### config.mk
export PLATFORM = sky130hd
export DESIGN_NAME = pc_ctrl_flat
export DESIGN_NICKNAME = d
export VERILOG_FILES = /design/src/rtl/pc_ctrl_if.sv /design/src/rtl/pc_ctrl.sv /design/src/flat_wrapper.sv
export SDC_FILE = /design/constraint.sdc
export NUM_CORES = 1
export LEC_CHECK = 0
export ABC_AREA = 1
export CORE_MARGIN = 4
export CORE_UTILIZATION = 35
export CTS_BUF_LIST = sky130_fd_sc_hd__clkbuf_16
export DETAILED_ROUTE_END_ITERATION = 10
export HOLD_SLACK_MARGIN = 0.06
export PLACE_DENSITY = 0.63
export REMOVE_ABC_BUFFERS = 1
export SYNTH_ARGS = -nofsm -noshare
export SYNTH_HDL_FRONTEND = slang
export SYNTH_SLANG_ARGS = --single-unit
export TNS_END_PERCENT = 30
### constraint.sdc
create_clock -name clk -period 4.2 [get_ports clk]
set_clock_uncertainty 0.1 [all_clocks]
set_input_delay 0.42 -clock clk [delete_from_list [all_inputs] [get_ports clk]]
set_output_delay 0.42 -clock clk [all_outputs]
set_load 0.02 [all_outputs]
### src/rtl/pc_ctrl_if.sv
// pc_ctrl_if: control/decode <-> program-counter unit signal bundle
interface pc_ctrl_if #(
    parameter int WIDTH = 32
);
    logic             stall;
    logic             exc;
    logic             branch;
    logic             jump;
    logic             jreg;
    logic             ret;
    logic             call;
    logic [WIDTH-1:0] pc_offset;
    logic [WIDTH-1:0] pc_jmp;
    logic [WIDTH-1:0] pc_reg;
    logic [WIDTH-1:0] pc;
    logic [WIDTH-1:0] pc_next;
    logic [WIDTH-1:0] epc;
    logic             ras_empty;
    logic             ras_full;
    logic             ras_ovf;
    logic             ras_udf;
    logic             sel_err;

    modport master (
        output stall, exc, branch, jump, jreg, ret, call, pc_offset, pc_jmp, pc_reg,
        input  pc, pc_next, epc, ras_empty, ras_full, ras_ovf, ras_udf, sel_err
    );

    modport slave (
        input  stall, exc, branch, jump, jreg, ret, call, pc_offset, pc_jmp, pc_reg,
        output pc, pc_next, epc, ras_empty, ras_full, ras_ovf, ras_udf, sel_err
    );
endinterface

### src/rtl/pc_ctrl.sv
// pc_ctrl: fetch-address register with branch/jump/exception vectoring and a circular return-address stack
module pc_ctrl #(
    parameter int               WIDTH     = 32,
    parameter int               STEP      = 1,
    parameter logic [WIDTH-1:0] RESET_VEC = '0,
    parameter logic [WIDTH-1:0] EXC_VEC   = WIDTH'('h80),
    parameter int               RAS_DEPTH = 4
) (
    input logic      clk,
    input logic      rst,
    pc_ctrl_if.slave bus
);
    localparam int PW = $clog2(RAS_DEPTH);
    localparam int CW = $clog2(RAS_DEPTH + 1);

    logic [WIDTH-1:0] pc_r, epc_r, pc_inc, pc_next, ret_tgt;
    logic [WIDTH-1:0] ras [RAS_DEPTH];
    logic [PW-1:0]    tp, wa;
    logic [CW-1:0]    cnt;
    logic [2:0]       n_sel;
    logic             sel_bad, act, push, pop, empty, full, ovf_r, udf_r, sel_err_r;

    assign pc_inc  = pc_r + WIDTH'(STEP);
    assign n_sel   = 3'(bus.branch) + 3'(bus.jump) + 3'(bus.jreg) + 3'(bus.ret);
    assign sel_bad = n_sel > 3'd1;
    assign act     = !bus.exc && !bus.stall && !sel_bad;
    assign push    = act && bus.call;
    assign pop     = act && bus.ret;
    assign empty   = cnt == '0;
    assign full    = cnt == CW'(RAS_DEPTH);
    assign ret_tgt = empty ? bus.pc_reg : ras[tp];
    // a call paired with a pop of a live entry replaces the top instead of stacking above it
    assign wa      = (pop && !empty) ? tp : tp + PW'(1);

    // next fetch address: exception first, then hold (stall or bad select), then the single select
    always_comb begin
        pc_next = bus.exc ? EXC_VEC :
                  (bus.stall || sel_bad) ? pc_r :
                  bus.branch ? pc_inc + bus.pc_offset :
                  bus.jump ? bus.pc_jmp :
                  bus.jreg ? bus.pc_reg :
                  bus.ret ? ret_tgt : pc_inc;
    end

    // pc, exception pc and select-error pulse
    always_ff @(posedge clk or negedge rst) begin
        if (!rst) begin
            pc_r      <= RESET_VEC;
            epc_r     <= '0;
            sel_err_r <= 1'b0;
        end else begin
            pc_r      <= pc_next;
            if (bus.exc)
                epc_r <= pc_r;
            sel_err_r <= !bus.exc && !bus.stall && sel_bad;
        end
    end

    // RAS pointer, occupancy and sticky error flags; a push while full wraps onto the oldest entry
    always_ff @(posedge clk or negedge rst) begin
        if (!rst) begin
            tp    <= '0;
            cnt   <= '0;
            ovf_r <= 1'b0;
            udf_r <= 1'b0;
        end else if (push && pop) begin
            if (empty) begin
                tp    <= tp + PW'(1);
                cnt   <= CW'(1);
                udf_r <= 1'b1;
            end
        end else if (push) begin
            tp <= tp + PW'(1);
            if (full)
                ovf_r <= 1'b1;
            else
                cnt <= cnt + CW'(1);
        end else if (pop) begin
            if (empty) begin
                udf_r <= 1'b1;
            end else begin
                tp  <= tp - PW'(1);
                cnt <= cnt - CW'(1);
            end
        end
    end

    // RAS storage; entries need no reset since occupancy gates every read
    always_ff @(posedge clk) begin
        if (push)
            ras[wa] <= pc_inc;
    end

    assign bus.pc        = pc_r;
    assign bus.pc_next   = pc_next;
    assign bus.epc       = epc_r;
    assign bus.ras_empty = empty;
    assign bus.ras_full  = full;
    assign bus.ras_ovf   = ovf_r;
    assign bus.ras_udf   = udf_r;
    assign bus.sel_err   = sel_err_r;
endmodule

### src/flat_wrapper.sv
// flat-port wrapper written by rule: the top's interface ports become plain ports
module pc_ctrl_flat 
#(
    parameter int               WIDTH     = 32,
    parameter int               STEP      = 1,
    parameter logic [WIDTH-1:0] RESET_VEC = '0,
    parameter logic [WIDTH-1:0] EXC_VEC   = WIDTH'('h80),
    parameter int               RAS_DEPTH = 4
)
  (clk, rst, bus_stall, bus_exc, bus_branch, bus_jump, bus_jreg, bus_ret, bus_call, bus_pc_offset, bus_pc_jmp, bus_pc_reg, bus_pc, bus_pc_next, bus_epc, bus_ras_empty, bus_ras_full, bus_ras_ovf, bus_ras_udf, bus_sel_err);
  pc_ctrl_if #(.WIDTH(WIDTH)) bus_i ();
  input logic clk;
  input logic rst;
  input wire logic [$bits(bus_i.stall)-1:0] bus_stall;
  input wire logic [$bits(bus_i.exc)-1:0] bus_exc;
  input wire logic [$bits(bus_i.branch)-1:0] bus_branch;
  input wire logic [$bits(bus_i.jump)-1:0] bus_jump;
  input wire logic [$bits(bus_i.jreg)-1:0] bus_jreg;
  input wire logic [$bits(bus_i.ret)-1:0] bus_ret;
  input wire logic [$bits(bus_i.call)-1:0] bus_call;
  input wire logic [$bits(bus_i.pc_offset)-1:0] bus_pc_offset;
  input wire logic [$bits(bus_i.pc_jmp)-1:0] bus_pc_jmp;
  input wire logic [$bits(bus_i.pc_reg)-1:0] bus_pc_reg;
  output wire logic [$bits(bus_i.pc)-1:0] bus_pc;
  output wire logic [$bits(bus_i.pc_next)-1:0] bus_pc_next;
  output wire logic [$bits(bus_i.epc)-1:0] bus_epc;
  output wire logic [$bits(bus_i.ras_empty)-1:0] bus_ras_empty;
  output wire logic [$bits(bus_i.ras_full)-1:0] bus_ras_full;
  output wire logic [$bits(bus_i.ras_ovf)-1:0] bus_ras_ovf;
  output wire logic [$bits(bus_i.ras_udf)-1:0] bus_ras_udf;
  output wire logic [$bits(bus_i.sel_err)-1:0] bus_sel_err;
  assign bus_i.stall = bus_stall;
  assign bus_i.exc = bus_exc;
  assign bus_i.branch = bus_branch;
  assign bus_i.jump = bus_jump;
  assign bus_i.jreg = bus_jreg;
  assign bus_i.ret = bus_ret;
  assign bus_i.call = bus_call;
  assign bus_i.pc_offset = bus_pc_offset;
  assign bus_i.pc_jmp = bus_pc_jmp;
  assign bus_i.pc_reg = bus_pc_reg;
  assign bus_pc = bus_i.pc;
  assign bus_pc_next = bus_i.pc_next;
  assign bus_epc = bus_i.epc;
  assign bus_ras_empty = bus_i.ras_empty;
  assign bus_ras_full = bus_i.ras_full;
  assign bus_ras_ovf = bus_i.ras_ovf;
  assign bus_ras_udf = bus_i.ras_udf;
  assign bus_sel_err = bus_i.sel_err;
  pc_ctrl #(.WIDTH(WIDTH), .STEP(STEP), .RESET_VEC(RESET_VEC), .EXC_VEC(EXC_VEC), .RAS_DEPTH(RAS_DEPTH)) u_core (.clk(clk), .rst(rst), .bus(bus_i));
endmodule
## Yosys cells after proc, flatten, opt, wreduce, memory -nomap -nowiden

Memory sizes are Yosys's and may differ from the RTL's.
Cells that the tools add are included.

| word-level totals | value |
|---|---|
| logic and storage cells | 68 |
| bits in registers | 72 |
| RAM bits | 128 |
| memories | 1 |

| cells by class | value |
|---|---|
| equal/unequal tests | 5 |
| $lt $le $gt $ge | 1 |
| muxes and demuxes | 25 |
| reductions and logical operators | 19 |
| add/subtract/negate cells | 9 |
| bitwise logic cells | 1 |

Memories:

| name | words | width | read ports | clocked after Yosys merged registers in | write ports | line | text |
|---|---|---|---|---|---|---|---|
| u_core.ras | 4 | 32 | 1 | 0 | 1 | pc_ctrl.sv:17 | `logic [WIDTH-1:0] ras [RAS_DEPTH];` |

Operators by type and width:

| operator | number |
|---|---|
| two-way mux 32 bit | 7 |
| adder 32 x 1 -> 32 bit, second input constant | 1 |
| adder 32 bit | 1 |
| two-way mux 3 bit | 6 |
| two-way mux 2 bit | 6 |
| logical AND 1 bit | 7 |
| adder 3 x 1 -> 3 bit | 2 |
| two-way mux 1 bit | 6 |
| AND reduction 3 bit | 2 |
| zero test 1 bit | 4 |
| AND reduction 4 bit | 1 |
| adder 3 x 1 -> 3 bit, second input constant | 1 |
| == test 3 bit, second input constant | 1 |
| greater-than comparator 3 x 1 -> 1 bit, second input constant | 1 |
| zero test 3 bit | 1 |
| != test 3 x 2 -> 1 bit, second input constant | 1 |
| != test 3 bit, second input constant | 1 |
| nonzero test 3 bit | 1 |
| subtractor 3 x 1 -> 3 bit, second input constant | 1 |
| adder 1 x 1 -> 2 bit | 1 |
| adder 2 x 1 -> 2 bit, second input constant | 1 |
| != test 2 x 1 -> 1 bit, second input constant | 1 |
| != test 2 bit, second input constant | 1 |
| AND reduction 2 bit | 1 |
| 4 further kinds | 4 |

## Longest topological paths before layout

| depth | value |
|---|---|
| depth in word-level cells | 10 |
| mapped depth | 24 |
| gate-level depth less buffers | 24 |

## Least setup slack after synthesis

Ideal clock, no wire load.

| path | value |
|---|---|
| path type | input to register |
| start point | input port bus_jump |
| end point | memory u_core.ras[0][0] (enable) |
| setup time | 421 ps |
| required time | 3679 ps |
| path buffers | 0 |
| stages on the path | 10 |
| setup slack | 556 ps |
| arrival | 3123 ps |
| cells stage by stage | ha_1 > ha_1 > nand2_1 > nand2_2 > nor2_8 > nand2_4 > nor2_4 > inv_2 > or2_0 > nor2_1 |

| between the ends | value |
|---|---|
| longest elaborated chain between the ends | 9 |
| elaborated cells between the ends (all ways) | 12 |
| those cells by class | 3 x add/sub; 1 x order compare; 3 x mux; 5 x reduce/logical |

Ends and longest elaborated chain:

| what | line | text |
|---|---|---|
| from (decl) | flat_wrapper.sv:17 | `input wire logic [$bits(bus_i.jump)-1:0] bus_jump;` |
| adder 1 x 1 -> 2 bit * | pc_ctrl.sv:24 | `assign n_sel = 3'(bus.branch) + 3'(bus.jump) + 3'(bus.jreg) + 3'(bus.ret);` |
| adder 3 x 1 -> 3 bit * (2 in a row) | pc_ctrl.sv:24 |  |
| greater-than comparator 3 x 1 -> 1 bit * | pc_ctrl.sv:25 | `assign sel_bad = n_sel > 3'd1;` |
| zero test 1 bit * | pc_ctrl.sv:26 | `assign act = !bus.exc && !bus.stall && !sel_bad;` |
| logical AND 1 bit * | pc_ctrl.sv:26 |  |
| logical AND 1 bit (on tied branches) | pc_ctrl.sv:27, pc_ctrl.sv:28 |  |
| two-way mux 1 bit or logical AND 1 bit (tied branches) | pc_ctrl.sv:90, pc_ctrl.sv:33 |  |
| two-way mux 1 bit (implied by the code) or two-way mux 2 bit (tied branches) | pc_ctrl.sv:91, pc_ctrl.sv:33 |  |
| to (decl) | pc_ctrl.sv:17 |  |

Every way passes the cells marked *; elsewhere a longest branch is shown, timed or not.

## Worst setup path in the final report

| path | value |
|---|---|
| start point | register u_core.pc_r[1], in the netlist u_core.bus.pc[1] |
| end point | output port bus_pc_next[12] |

| between the ends | value |
|---|---|
| elaborated cells between the ends (all ways) | 8 |
| those cells by class | 2 x add/sub; 6 x mux |

RTL lines:

| what | line | text |
|---|---|---|
| from (decl) | pc_ctrl.sv:16 | `logic [WIDTH-1:0] pc_r, epc_r, pc_inc, pc_next, ret_tgt;` |
| from (signal assigned) | pc_ctrl.sv:52 | `pc_r <= pc_next;` |
| adder 32 x 1 -> 32 bit | pc_ctrl.sv:23 | `assign pc_inc = pc_r + WIDTH'(STEP);` |
| net u_core.pc_inc[11] | pc_ctrl.sv:16 |  |
| adder 32 bit | pc_ctrl.sv:39 | `bus.branch ? pc_inc + bus.pc_offset :` |
| two-way mux 32 bit | pc_ctrl.sv:39 |  |
| two-way mux 32 bit | pc_ctrl.sv:38 | `(bus.stall \|\| sel_bad) ? pc_r :` |
| two-way mux 32 bit | pc_ctrl.sv:37 | `pc_next = bus.exc ? EXC_VEC :` |
| to (decl) | flat_wrapper.sv:25 | `output wire logic [$bits(bus_i.pc_next)-1:0] bus_pc_next;` |

The timed path passes the listed nets, and every way through them passes these cells.

==> metrics.yaml <==
run_status:
  status: "complete, but fails checks"
  violations: "setup timing"
worst_setup_path:
  crit_top_cell: "buf_4"
  path_cells: "buf_4 > nand2_2 > nor2_4 > nand2_4 > buf_4 > nor2_4 > xor2_2 > inv_2 > buf_4 > ha_4 > nand2_1 > nand2_1 > o21bai_2 > inv_1 > nand3_2 > buf_4 > o21ai_1 > o21ai_1 > a21oi_1 > nor2_1 > buf_4 > buf_2"
  cp_num_cells: 22
  crit_type: "reg2out"
  reg2reg_depth: 23
  crit_slowest_cell: "dfrtp_1"
  path_buf_inv: 8
  worstPathArrival_ns: 3.70
  cp-start-kind: "flop"
  crit_family: "buffers and inverters"
  end_kind: "output port"
  cp.required_ns: 3.68
  slowest_delay_ns: 0.38
  crit_fanout: 5
synth:
  synthXorXnorAreaFrac_pct: 1.237
  yosysUniqueCellTypes: 47
  synth_mux_area_share_pct: 0.1178
  yosysWarnings: 0
  ys_ff_latch: 200
  synth_area_per_cell_um2: 7.449
  yosys.area.top_type: "edfxtp_1"
  synthTopCellsByArea: "edfxtp_1 (30%), nand2_1 (16%), dfrtp_1 (14%)"
  synth_area_mm2: 0.01275
  yosysSeqAreaShare_pct: 44.29
  synth_top_family_by_area: "simple AND/OR/NAND/NOR gates"
  syn_inst: 1711
  yosys.area_share.simple_pct: 30.57
  synth-compound-area-share_pct: 11.84
  synthAdderAreaFrac_pct: 4.437
  synth.top_cell.area_share_pct: 30.16
layout:
  largest_register_ffs: 128
  final_common_cell: "nand2_1"
  postLayoutCellArea_mm2: 0.01785
  fill_cells: 3513
  area_growth_pct: 40.01
  final_nets: 2215
  drive_above_1_share_pct: 19.91
  final_cell_mix: "nand2_1 (536), buf_4 (202), clkdlybuf4s50_1 (176)"
  num_antenna_cells: 0
  fin_util_pct: 49.93
power:
  powerDensity_mw_per_mm2: 400.9
  finalPower_mw: 7.154
  leakagePower_nw: 7.967
  vdd_drop_max_uv: 336.7
worst_hold_path:
  hold_class: "in2async"
placed_design:
  pre_cts_slack_ns: -0.4759
  hpwlAfterDp_um: 39070
  portBuffers: 205
  dpl_cell_area_mm2: 0.01649
  gp_congestion: 0.9780
detailed_routing:
  drtPass1Iterations: 5
  detail_route.iter0.violations: 1193
  vias: 13200
  ant_nets: 0
  wl_um: 51780
  drc_errors: 0
  wl_per_cell_um: 20.38
  viasPerCell: 5.195
cts:
  cts_max_path_buffers: 2
  clkLatencyLatePin_ns: 0.46
  h-tree-depth: 4
  clk_pin_slew_worst_paths_ns: 0.08
  cts_buffers: 17
  root_buffer: "clkbuf_16"
  cts_tree: "built"
  cts_sinks: 200
floorplan:
  dieHeight_um: 198.8
  coreArea_mm2: 0.03574
  ios: 206
  start_util_pct: 35.66
  die_area_mm2: 0.03953
  core.rowCount: 69
  die_w_um: 198.8
timing:
  period_minus_slack_ns: 4.220
  fmax_mhz: 237.0
  setup-tns-final_ns: -0.02105
  worst_pin_slew_ns: 0.8202
  grt_setup_unrepaired: "true"
  setup_violations: 2
  worst_slack_ns: -0.01970
  fin_crit_sh_pct: 100.5
  relSlewSlack_pct: 45.26
  final-max-slew-violation-count: 0
  finalHoldViolCount: 0
global_routing:
  grt_max_degree: 63
  grt_pass1_vias: 12780
  overflow: 0
  grt_pass1_wl_um: 76830
  antenna_found_initial: 1
  grt_use_total_pct: 25.75
job:
  cap_viol_max_count: 0
cells in the mapped netlist, drive strengths merged:
cell	count
nand2	567
inv	176
nor2	175
nand3	146
o21ai	141
edfxtp	128
a21oi	81
dfrtp	72
clkbuf	42
ha	42
buf	23
a21boi	20
nor3	16
xor2	12
or2	11
a31oi	8
nand4	8
o211ai	7
o21bai	7
xnor2	6
o22ai	4
a22oi	3
nand3b	3
a21o	2
and2	2
clkinv	2
fa	2
o221ai	2
mux2	1
nor4	1
o2111ai	1
where the power goes:
group          switching (mW)  total (mW)  leakage [nW]  internal (mW)
clock                   0.834        1.67         0.283          0.835
sequential             0.0994        2.35          2.11           2.25
combinational            1.97        3.13          5.58           1.16
timing repair:
action,CTS,global route
endpoints found under the setup margin,25,28
gates cloned,0,0
hold endpoints to repair,35,0
setup buffers,6,10
resized for setup,134,133
hold buffers,1,0
pin swaps,9,19
logic make-up (layout without fill, tap and decap cells):
logic type	count (synthesis)	after routing
muxes	1	1
adders and majority gates	44	44
DFF	200	200
buffers and inverters	243	611
AOI/OAI and AO/OA	276	276
xor gates and xnor gates	18	18
and+or+nand+nor	929	929
through the flow:
stage	hold WS, ns	std cells
floorplan	0.02441	1646
global placement	0.3374	2491
detailed placement	0.3333	2491
CTS	0.3806	2530
global route	0.3982	2540
finish	0.3669	2540
final cells by class:
class	instances	area (um^2)	share of cell area, %
multi-input combinational	1268	6842	38.34
sequential	200	5649	31.66
timing repair buffer	401	3537	19.82
inverter	178	670.6	3.758
tap	461	576.8	3.232
clock buffer	17	425.4	2.384
clock inverter	15	145.1	0.8133
routing by layer:
metal	global-route usage, %	up-vias	wire [um]
met1	36.00	6257	22340
met4	8.308	2	1508
met2	41.30	547	24110
li1	-	6304	-
met3	3.845	86	3814
met5	0	-	7
final timing paths:
path                                                start                              to  slack, ns
max                            u_core.bus.pc[1]$_DFF_PN0_                 bus_pc_next[12]      -0.02
min                                                   rst   u_core.bus.epc[9]$_DFFE_PN0P_       0.37
max reg2reg                    u_core.bus.pc[1]$_DFF_PN0_     u_core.bus.pc[17]$_DFF_PN0_       0.84
min reg2reg                u_core.bus.ras_ovf$_DFFE_PN0P_  u_core.bus.ras_ovf$_DFFE_PN0P_       0.37
max in group asynchronous                             rst     u_core.bus.pc[18]$_DFF_PN0_       2.59
min in group clk           u_core.bus.ras_ovf$_DFFE_PN0P_  u_core.bus.ras_ovf$_DFFE_PN0P_       0.37
No activity file was read; power rests on OpenSTA's default activity.
